--- config.mk ---
export PLATFORM = sky130hd
export DESIGN_NAME = scroll_addr_pipe_flat
export DESIGN_NICKNAME = d
export VERILOG_FILES = /design/src/rtl/vga_pkg.sv /design/src/rtl/scroll_addr_pipe_if.sv /design/src/rtl/sync_delay_line.sv /design/src/rtl/scroll_addr_pipe.sv /design/src/flat_wrapper.sv
export SDC_FILE = /design/constraint.sdc
export NUM_CORES = 1
export LEC_CHECK = 0
export CAP_MARGIN = 20
export CELL_PAD_IN_SITES_DETAIL_PLACEMENT = 1
export CELL_PAD_IN_SITES_GLOBAL_PLACEMENT = 2
export CORE_MARGIN = 5
export CORE_UTILIZATION = 29
export DETAILED_ROUTE_END_ITERATION = 7
export GPL_TIMING_DRIVEN = 0
export MAX_ROUTING_LAYER = met4
export PLACE_DENSITY = 0.87
export SETUP_SLACK_MARGIN = 0.3
export SYNTH_ARGS = -nofsm -noshare
export SYNTH_HDL_FRONTEND = slang
export SYNTH_SLANG_ARGS = --single-unit
--- constraint.sdc ---
create_clock -name clk -period 6.14 [get_ports clk]
set_input_delay 0.614 -clock clk [delete_from_list [all_inputs] [get_ports clk]]
set_output_delay 0.614 -clock clk [all_outputs]
set_load 0.05 [all_outputs]
--- src/rtl/vga_pkg.sv ---
// Shared constants, scroll state type and offset stepping helper for the
// VGA frame-buffer address path.
package vga_pkg;

    localparam int IMG_W    = 320;
    localparam int IMG_H    = 240;
    localparam int H_ACTIVE = 640;
    localparam int V_ACTIVE = 480;
    localparam int OFS_W    = 8;
    localparam int ADDR_W   = 17;

    typedef enum logic {
        RUN  = 1'b0,
        PEND = 1'b1
    } scroll_state_e;

    // One scroll step with wrap-around inside 0..last.
    function automatic logic [OFS_W-1:0] next_offset(
        input logic [OFS_W-1:0] ofs,
        input logic             down,
        input logic [OFS_W-1:0] last
    );
        logic [OFS_W-1:0] res;
        if (down) begin
            res = (ofs == '0) ? last : ofs - OFS_W'(1);
        end else begin
            res = (ofs == last) ? '0 : ofs + OFS_W'(1);
        end
        return res;
    endfunction

endpackage

--- src/rtl/scroll_addr_pipe_if.sv ---
// Bus between the VGA timing/scroll control side and the frame-buffer
// address stage; state is carried along for observability.
interface scroll_addr_pipe_if #(
    parameter int ADDR_W = 17
);

    logic                        tick;
    logic                        en;
    logic                        dir;
    logic [9:0]                  h_cnt;
    logic [9:0]                  v_cnt;
    logic                        valid_in;
    logic                        hsync_in;
    logic                        vsync_in;
    logic [ADDR_W-1:0]           pixel_addr;
    logic [vga_pkg::OFS_W-1:0]   offset;
    logic                        valid_out;
    logic                        hsync_out;
    logic                        vsync_out;
    vga_pkg::scroll_state_e      state;

    modport master (
        output tick, en, dir, h_cnt, v_cnt, valid_in, hsync_in, vsync_in,
        input  pixel_addr, offset, valid_out, hsync_out, vsync_out, state
    );

    modport slave (
        input  tick, en, dir, h_cnt, v_cnt, valid_in, hsync_in, vsync_in,
        output pixel_addr, offset, valid_out, hsync_out, vsync_out, state
    );

endinterface

--- src/rtl/sync_delay_line.sv ---
// Fixed-depth shift register with synchronous reset to a per-bit value.
module sync_delay_line #(
    parameter int               WIDTH   = 3,
    parameter int               DEPTH   = 2,
    parameter logic [WIDTH-1:0] RST_VAL = '0
) (
    input  logic             clk,
    input  logic             rst,
    input  logic [WIDTH-1:0] d,
    output logic [WIDTH-1:0] q
);

    logic [WIDTH-1:0] stage_q [DEPTH];

    always_ff @(posedge clk) begin
        if (rst) begin
            for (int i = 0; i < DEPTH; i++) begin
                stage_q[i] <= RST_VAL;
            end
        end else begin
            stage_q[0] <= d;
            for (int i = 1; i < DEPTH; i++) begin
                stage_q[i] <= stage_q[i-1];
            end
        end
    end

    assign q = stage_q[DEPTH-1];

endmodule

--- src/rtl/scroll_addr_pipe.sv ---
// Frame-buffer read address for a 2x-upscaled, vertically scrolling image;
// scroll steps are deferred to vertical blanking to avoid tearing.
module scroll_addr_pipe #(
    parameter int IMG_W    = 320,
    parameter int IMG_H    = 240,
    parameter int ADDR_W   = 17,
    parameter int BRAM_LAT = 1
) (
    input logic               clk,
    input logic               rst,
    scroll_addr_pipe_if.slave bus
);

    import vga_pkg::*;

    localparam logic [OFS_W-1:0] OFS_LAST = OFS_W'(IMG_H - 1);

    scroll_state_e    state_q, state_d;
    logic             pend_dir_q, pend_dir_d;
    logic [OFS_W-1:0] offset_q, offset_d;
    logic             blank;

    assign blank = (bus.v_cnt >= 10'(V_ACTIVE));

    always_ff @(posedge clk) begin
        if (rst) begin
            state_q    <= RUN;
            pend_dir_q <= 1'b0;
            offset_q   <= '0;
        end else begin
            state_q    <= state_d;
            pend_dir_q <= pend_dir_d;
            offset_q   <= offset_d;
        end
    end

    // A pending step is cancelled by en=0 before blanking is even considered.
    always_comb begin
        state_d    = state_q;
        pend_dir_d = pend_dir_q;
        offset_d   = offset_q;
        unique case (state_q)
            RUN: begin
                if (bus.tick && bus.en) begin
                    pend_dir_d = bus.dir;
                    state_d    = PEND;
                end
            end
            PEND: begin
                if (!bus.en) begin
                    state_d = RUN;
                end else if (blank) begin
                    offset_d = next_offset(offset_q, pend_dir_q, OFS_LAST);
                    state_d  = RUN;
                end
            end
            default: state_d = RUN;
        endcase
    end

    logic [8:0]        row_sum, row_wrap;
    logic              in_active;
    logic [ADDR_W-1:0] addr_d, addr_q;

    // Line pair index plus offset never exceeds 478, so one subtract wraps it.
    always_comb begin
        row_sum   = {1'b0, bus.v_cnt[9:1]} + {1'b0, offset_q};
        row_wrap  = (row_sum >= 9'(IMG_H)) ? row_sum - 9'(IMG_H) : row_sum;
        in_active = (bus.h_cnt < 10'(H_ACTIVE)) && !blank;
        addr_d    = '0;
        if (in_active) begin
            addr_d = ADDR_W'(row_wrap) * ADDR_W'(IMG_W) + ADDR_W'(bus.h_cnt[9:1]);
        end
    end

    always_ff @(posedge clk) begin
        if (rst) begin
            addr_q <= '0;
        end else begin
            addr_q <= addr_d;
        end
    end

    logic [2:0] sync_q;

    sync_delay_line #(
        .WIDTH   (3),
        .DEPTH   (1 + BRAM_LAT),
        .RST_VAL (3'b011)
    ) u_sync_delay (
        .clk (clk),
        .rst (rst),
        .d   ({bus.valid_in, bus.hsync_in, bus.vsync_in}),
        .q   (sync_q)
    );

    assign bus.pixel_addr = addr_q;
    assign bus.offset     = offset_q;
    assign bus.state      = state_q;
    assign bus.valid_out  = sync_q[2];
    assign bus.hsync_out  = sync_q[1];
    assign bus.vsync_out  = sync_q[0];

endmodule

--- src/flat_wrapper.sv ---
// flat-port wrapper written by rule: the top's interface ports become plain ports
module scroll_addr_pipe_flat import vga_pkg::*;
#(
    parameter int IMG_W    = 320,
    parameter int IMG_H    = 240,
    parameter int ADDR_W   = 17,
    parameter int BRAM_LAT = 1
)
  (clk, rst, bus_tick, bus_en, bus_dir, bus_h_cnt, bus_v_cnt, bus_valid_in, bus_hsync_in, bus_vsync_in, bus_pixel_addr, bus_offset, bus_valid_out, bus_hsync_out, bus_vsync_out, bus_state);
  scroll_addr_pipe_if #(.ADDR_W(ADDR_W)) bus_i ();
  input logic clk;
  input logic rst;
  input wire logic [$bits(bus_i.tick)-1:0] bus_tick;
  input wire logic [$bits(bus_i.en)-1:0] bus_en;
  input wire logic [$bits(bus_i.dir)-1:0] bus_dir;
  input wire logic [$bits(bus_i.h_cnt)-1:0] bus_h_cnt;
  input wire logic [$bits(bus_i.v_cnt)-1:0] bus_v_cnt;
  input wire logic [$bits(bus_i.valid_in)-1:0] bus_valid_in;
  input wire logic [$bits(bus_i.hsync_in)-1:0] bus_hsync_in;
  input wire logic [$bits(bus_i.vsync_in)-1:0] bus_vsync_in;
  output wire logic [$bits(bus_i.pixel_addr)-1:0] bus_pixel_addr;
  output wire logic [$bits(bus_i.offset)-1:0] bus_offset;
  output wire logic [$bits(bus_i.valid_out)-1:0] bus_valid_out;
  output wire logic [$bits(bus_i.hsync_out)-1:0] bus_hsync_out;
  output wire logic [$bits(bus_i.vsync_out)-1:0] bus_vsync_out;
  output wire logic [$bits(bus_i.state)-1:0] bus_state;
  assign bus_i.tick = bus_tick;
  assign bus_i.en = bus_en;
  assign bus_i.dir = bus_dir;
  assign bus_i.h_cnt = bus_h_cnt;
  assign bus_i.v_cnt = bus_v_cnt;
  assign bus_i.valid_in = bus_valid_in;
  assign bus_i.hsync_in = bus_hsync_in;
  assign bus_i.vsync_in = bus_vsync_in;
  assign bus_pixel_addr = bus_i.pixel_addr;
  assign bus_offset = bus_i.offset;
  assign bus_valid_out = bus_i.valid_out;
  assign bus_hsync_out = bus_i.hsync_out;
  assign bus_vsync_out = bus_i.vsync_out;
  assign bus_state = bus_i.state;
  scroll_addr_pipe #(.IMG_W(IMG_W), .IMG_H(IMG_H), .ADDR_W(ADDR_W), .BRAM_LAT(BRAM_LAT)) u_core (.clk(clk), .rst(rst), .bus(bus_i));
endmodule
; ---- Yosys cells after proc, flatten, opt, wreduce, memory -nomap -nowiden
; Memories as Yosys holds them, arrays and structs flattened.
; Index checks and enable logic that the tools add are counted.
[totals]
ramBits = 6
out_inout_bits = 29
romBits = 0
memories = 1
latch_bits = 0
register_bits = 27
[classes]
bitwise = 4
reduce_logical = 7
div_mod_pow = 0
eq_ne = 1
order_cmp = 3
mul = 1
mux = 13
shift = 0
addsub = 5
[memory_table]
columns = memory, words, width, rd, rd_ports_with_merged_regs, write_ports, line
row1 = u_core.u_sync_delay.stage_q, 2, 3, 2, 0, 2, sync_delay_line.sv:13  ; logic [WIDTH-1:0] stage_q [DEPTH];
[ops]
columns = op, n
row1 = $mux 8, 3
row2 = $add 17x9->17, 1
row3 = $mul 9x3->11 const B, 1
row4 = $ge 10x9->1 const B, 1
row5 = $lt 10x10->1 const B, 1
row6 = $add 9x8->9, 1
row7 = $ge 9x8->1 const B, 1
row8 = $mux 9, 1
row9 = $sub 9x8->9 const B, 1
row10 = $add 8x1->8 const B, 1
row11 = $eq 8x8->1 const B, 1
row12 = $logic_not 8->1, 1
row13 = $sub 8x1->8 const B, 1
row14 = $mux 1, 6
row15 = $mux 3, 2
row16 = $reduce_and 3->1, 1
row17 = $logic_and 1x1->1, 2
row18 = $not 1->1, 2
row19 = $or 1x1->1, 2
row20 = $pmux 1 s2, 1
row21 = $reduce_and 2->1, 1
row22 = $reduce_or 2->1, 1
row23 = $logic_not 1->1, 1

; ---- Longest topological paths before layout
; Gate-level depths: netlist (run 1).
[logic_depth]
ltp_word = 5
depth_mapped = 22
ltp_nobuf = 22

; ---- Modules after synthesis
; A second synthesis (run 1) with hierarchy kept.
[hier_totals]
hier_cells = 295
hier_area_um2 = 2503.7
[by_module_without_submodules]
columns = mod, area_per_inst_um2, n_inst, cells_per_inst, seq_area_each_um2
row1 = scroll_addr_pipe, 2323.5, 1, 280, 540.5
row2 = sync_delay_line, 180.2, 1, 15, 120.1

; ---- Worst setup path before layout (run 1)
; No wires, ideal clock.
[synth_timing]
kind = flip-flop to flip-flop
startpoint = register u_core.offset_q[1] (netlist: u_core.bus.offset[1])
endpoint = register u_core.addr_q[16] (netlist: u_core.bus.pixel_addr[16])
n_path_buf = 0
path_stages_with_launch = 23
t_arrival_ns = 4.907
path_slack_ns = 1.162
required_time_ns = 6.068
path_cell_list = dfxtp_1 ha_1 a211oi_2 o21ai_2 a21o_1 and2_1 ha_1 nand2_1 o21ai_0 a31oi_1 mux2i_1 inv_1 ha_1 ha_1 a21o_1 a21oi_1 o21bai_1 a21oi_1 xor2_1 or4_1 mux2i_1 xnor2_1 mux2i_1
[synth_via]
elab_chain_cells = 5
elab_cells_between_ends = 6
classes_between = add/sub (3) / mul (1) / order compare (1) / mux (1)
[synth_rtl]
columns = element, line
row1 = start: declaration, scroll_addr_pipe.sv:20  ; logic [OFS_W-1:0] offset_q, offset_d;
row2 = start signal: assignment, scroll_addr_pipe.sv:33  ; offset_q <= offset_d;
row3 = $add 9x8->9 *, scroll_addr_pipe.sv:67  ; row_sum = {1'b0, bus.v_cnt[9:1]} + {1'b0, offset_q};
row4 = $sub 9x8->9 or $ge 9x8->1 (tied branches), scroll_addr_pipe.sv:68  ; row_wrap = (row_sum >= 9'(IMG_H)) ? row_sum - 9'(IMG_H) : row_sum;
row5 = $mux 9 *, scroll_addr_pipe.sv:68
row6 = $mul 9x3->11 *, scroll_addr_pipe.sv:72  ; addr_d = ADDR_W'(row_wrap) * ADDR_W'(IMG_W) + ADDR_W'(bus.h_cnt[9:1]);
row7 = $add 17x9->17 *, scroll_addr_pipe.sv:72
row8 = end signal: assignment, scroll_addr_pipe.sv:80  ; addr_q <= addr_d;
row9 = end: declaration, scroll_addr_pipe.sv:63  ; logic [ADDR_W-1:0] addr_d, addr_q;
; Mark *: on every way between the ends. The rest lies on a longest branch, timed or not.
; A chain may end at the register's enable or synchronous reset.

; ---- Worst setup path after layout (run 1)
[layout_timing]
startpoint = input bus_v_cnt[1]
endpoint = register u_core.addr_q[16] (netlist: u_core.bus.pixel_addr[16])
[layout_via]
elab_chain_cells = 5
elab_cells_between_ends = 11
classes_between = add/sub (3) / mul (1) / order compare (2) / mux (1) / bitwise (1) / reduce/logical (3)
[layout_rtl]
columns = element, line
row1 = start: declaration, flat_wrapper.sv:17  ; input wire logic [$bits(bus_i.v_cnt)-1:0] bus_v_cnt;
row2 = $add 9x8->9 or $ge 10x9->1 (tied branches), "scroll_addr_pipe.sv:67, scroll_addr_pipe.sv:23"
row3 = $sub 9x8->9 (tied with other cells), scroll_addr_pipe.sv:68
row4 = $mux 9 or $logic_and 1x1->1 (tied branches), "scroll_addr_pipe.sv:68, scroll_addr_pipe.sv:69"
row5 = $mul 9x3->11 or $not 1->1 (tied branches), n/a
row6 = $add 17x9->17 or $reduce_or 2->1 (tied branches), n/a
; Parallel ways exist; a longest one is shown, timed or not.

==> run summary, run 1 <==
The run finished with clean final reports. The worst slew slack as a fraction of its limit came out at 63.02%. The aggregate negative setup slack is 0 ns. Synthesis handed over a netlist of 279 instances. The detailed router finished its first iteration with 41 violations. The arrival time at the worst endpoint is 5.66 ns. The final global-route overflow total came out at 0.

The worst register-to-register path begins at u_core.bus.offset[0]. Between clock sinks in the finished design, the worst skew comes to 0.01703 ns. The estimated wirelength of the detail-placed design came out at 5088 microns. The overall global routing resource usage is 13.34%.

Across the run, the number of max-cap violations was 0. The placeable core region is 0.008134 sq mm. The worst-margin pin slew is 0.5460 ns. The number of enable flip-flop cells after synthesis is 0. STA classifies the critical path endpoint as a flip-flop. The number of warnings reported in the yosys synthesis log came out at 0. The number of failing setup endpoints in the final timing report came out at 0. The initial standard-cell utilization of the core came out at 29.43%.

The fraction of layout cells with a size suffix above 1 came out at 8.455%. The maximum number of pins on one net before global-route repair is 13. CTS placed an instance of clkbuf_8 at the clock tree root.

The clock power share came out at 30.6%. The routability congestion estimate came out at 0.7960. The worst setup path is launched from an input port. The number of buffer cells added on primary ports came out at 54. The ratio of final minimum period to clock period is 88.66%.

The worst hold slack came out at 0.4213 ns. The critical path in this run is classified as input port to flip-flop. The clock latency on the worst-skew pair came out at 0.29 ns. The worst hold path stage count is 1. The maximum VDD drop is 0.1136 mV.

The average cell area after synthesis is 8.579 sq um. For this design the ratio of total power to cell area is 214.4 mW/mm^2. TritonCTS built the clock tree.

The clock tree synthesis step divided the H-tree into 2 levels. The count of final hold-check violations came out at 0. The total number of vias is 2220. Clock-pin slew was measured on the worst setup and hold paths at 0.08 ns. After detailed routing, the number of remaining DRC violations is 0. The die footprint is 0.01017 sq mm.

The final layout contains routed wiring with a total length of 6316 microns. The via count of the first global-routing pass was 2262. The first-pass detailed-route iteration total came out at 4.

The initial antenna violation count came out at 0. The synthesized area came out at 0.002394 sq mm. The detail route stage leaves a number of antenna-violating nets equal to 0. The post-synthesis sequential element count came out at 33. Of the total power, the share spent switching nets is 33.93%. In this run, distinct cell masters in the synthesized netlist total 51.

The total number of nets in the final design came out at 400. For the worst flop-to-flop path, the logic depth is 21. The highest clock frequency the design can meet is 183.7 MHz. After synthesis, flip-flops and latches occupy 27.60% of the total area. The number of top-level pins is 57. Setup repair after global routing left no endpoint under its margin. Among all flip-flop cells after synthesis, the most frequent one is dfxtp_1. The part of the total power dissipated in combinational logic is 36.2%. The data required time at the worst endpoint is 6.36 ns.

The number of buffers inserted during clock tree synthesis is 5. Dividing the detail-routed wire length by the instance count gives 14.10 microns. The worst-case clock buffer depth came out at 2. The total clock sinks came out at 33. The floorplan step set the die height to 100.9 microns. The total number of placement rows came out at 33. The setup slack of the most critical reg-to-reg path is 1.01 ns.

The standby leakage power came out at 1.295 nW. After detailed routing, the number of vias per cell comes to 4.955. The fraction of registers with async set or reset after synthesis is 0%. The post-route minimum period is 5.444 ns. The min-delay analysis places its worst path in the category flip-flop to flip-flop.

The number of nets in the synthesized netlist is 337. The reg-to-reg endpoint is u_core.bus.pixel_addr[16]. The hold path startpoint is u_core.u_sync_delay.stage_q[0][0]. The wire length of the first global-routing pass came out at 10680 microns. The max-slew violation count is 0.

Compared with the post-synthesis result, the final layout area differs by 33.98%. The die width came out at 100.9 microns. The worst-case hold path end point is u_core.u_sync_delay.stage_q[0][3]. Of the total power, registers draw 33.2%. The total inserted antenna cells came out at 0. Summed over all nets, the switching power comes to 0.2333 mW. The internal power of the cells totals 0.4542 mW. The critical-path maximum fanout is 4.
## cells by family after synthesis
| family | Yosys count | share of synthesized area, % |
|---|---|---|
| AO/OA/AOI/OAI | 75 | 21.28 |
| XOR/XNOR | 24 | 8.782 |
| adder cells (fa/ha/maj) | 31 | 17.09 |
| buffers and inverters | 17 | 2.666 |
| flip-flops | 33 | 27.60 |
| multiplexers | 3 | 1.255 |
| AND/OR/NAND/NOR | 96 | 21.33 |
## worst max-delay path by stage
stage                                     from                        end  slack, ns
after floorplan           u_core.bus.offset[1]  u_core.bus.pixel_addr[16]       1.16
after global placement            bus_v_cnt[1]  u_core.bus.pixel_addr[16]       0.38
after detailed placement          bus_v_cnt[1]  u_core.bus.pixel_addr[16]       0.38
after CTS                         bus_v_cnt[1]  u_core.bus.pixel_addr[16]       0.64
after global routing              bus_v_cnt[1]  u_core.bus.pixel_addr[16]       0.26
final                             bus_v_cnt[1]  u_core.bus.pixel_addr[16]       0.70
## synth_stat cells, drive strengths merged (8+ instances only)
| master | count | share of area (%) |
|---|---|---|
| ha | 27 | 14 |
| nand3 | 11 | 2.3 |
| a21oi | 23 | 5.4 |
| inv | 11 | 1.7 |
| o21ai | 21 | 4.7 |
| nand2 | 13 | 2.0 |
| and2 | 9 | 2.4 |
| nor2 | 22 | 3.5 |
| dfxtp | 33 | 28 |
| xnor2 | 14 | 5.1 |
| nor2b | 8 | 2.1 |
| xor2 | 10 | 3.7 |
## critical path, stage by stage
cell and delay, ns:
clkdlybuf4s50_1 0.40, ha_1 0.24, fa_1 0.44, a21oi_2 0.24, o21bai_2 0.10, xor2_2 0.20, ha_2 0.24, nand2_1 0.05
o21ai_0 0.16, a31oi_1 0.19, xnor2_1 0.29, ha_1 0.31, fa_1 0.46, a21o_1 0.19, a21oi_1 0.21, o21bai_1 0.09
a21oi_1 0.17, xor2_1 0.13, or4_1 0.41, mux2i_1 0.16, xnor2_1 0.15, mux2i_1 0.19
## cell usage in the layout, fill, tap and decap left out, types with 11 or more instances in the layout
master,synthesis,routed
clkdlybuf4s50_1,0,54
dfxtp_1,33,33
ha_1,27,26
nor2_1,22,22
a21oi_1,19,19
o21ai_0,18,18
xnor2_1,14,14
nand2_1,13,13
nand3_1,11,11
inv_1,11,11
## metal layers
layer	up-vias	global-route usage (%)	wire length, microns
met5	-	-	0
met3	6	1.730	349
met2	59	20.66	2693
li1	1129	-	-
met1	1026	18.09	3194
met4	0	4.041	78
## cell type report
class                   instances  area [sq um]
well taps                     105         131.4
fillers                       978          4927
inverters                      11         41.29
clock buffers                   5         68.82
multi-input cells             229          1683
repair buffers                 56         553.0
plain buffers                   6         22.52
clock inverters                 3         46.29
flip-flops and latches         33         660.6
## through the flow
stage               utilization (%)  std cells  worst slack, ns  power (mW)  cell area [sq um]
floorplan                         -        279            1.162      0.4135               2394
global placement              37.69        438           0.3846      0.4751               3065
detailed placement            37.69        438           0.3764      0.4816               3065
CTS                           39.10        446           0.6444      0.6969               3181
global route                  39.42        448           0.2607      0.7344               3207
finish                        39.42        448           0.6960      0.6875               3207
## repair_timing
item,4_1_cts,5_1_grt
endpoints found under the setup margin,0,1
hold buffers,0,0
gates resized for setup,0,3
hold endpoints to repair,0,0
setup buffers,0,1
## registers in the layout (all words and copies together), names as in the netlist
name	cells
u_core.bus.offset	8
u_core.pend_dir_q	1
u_core.u_sync_delay.stage_q	6
u_core.bus.pixel_addr	17
u_core.bus.state	1
## power groups by stage
stage | sequential, mW | combinational, mW | clock, mW
4_1_cts | 0.229 | 0.250 | 0.219
6_report | 0.228 | 0.249 | 0.210
2_1_floorplan | 0.267 | 0.147 | 0
3_5_place_dp | 0.234 | 0.248 | 0
5_1_grt | 0.230 | 0.277 | 0.227
3_3_place_gp | 0.233 | 0.242 | 0
Note: power is estimated with default switching activity, not from simulation.
==> run 2, diff against run 1 <==
CTS_CLUSTER_DIAMETER = 100   (was not set)
==> results of run 2 <==
No change in the layout: final DEF, timing and power equal those of run 1.
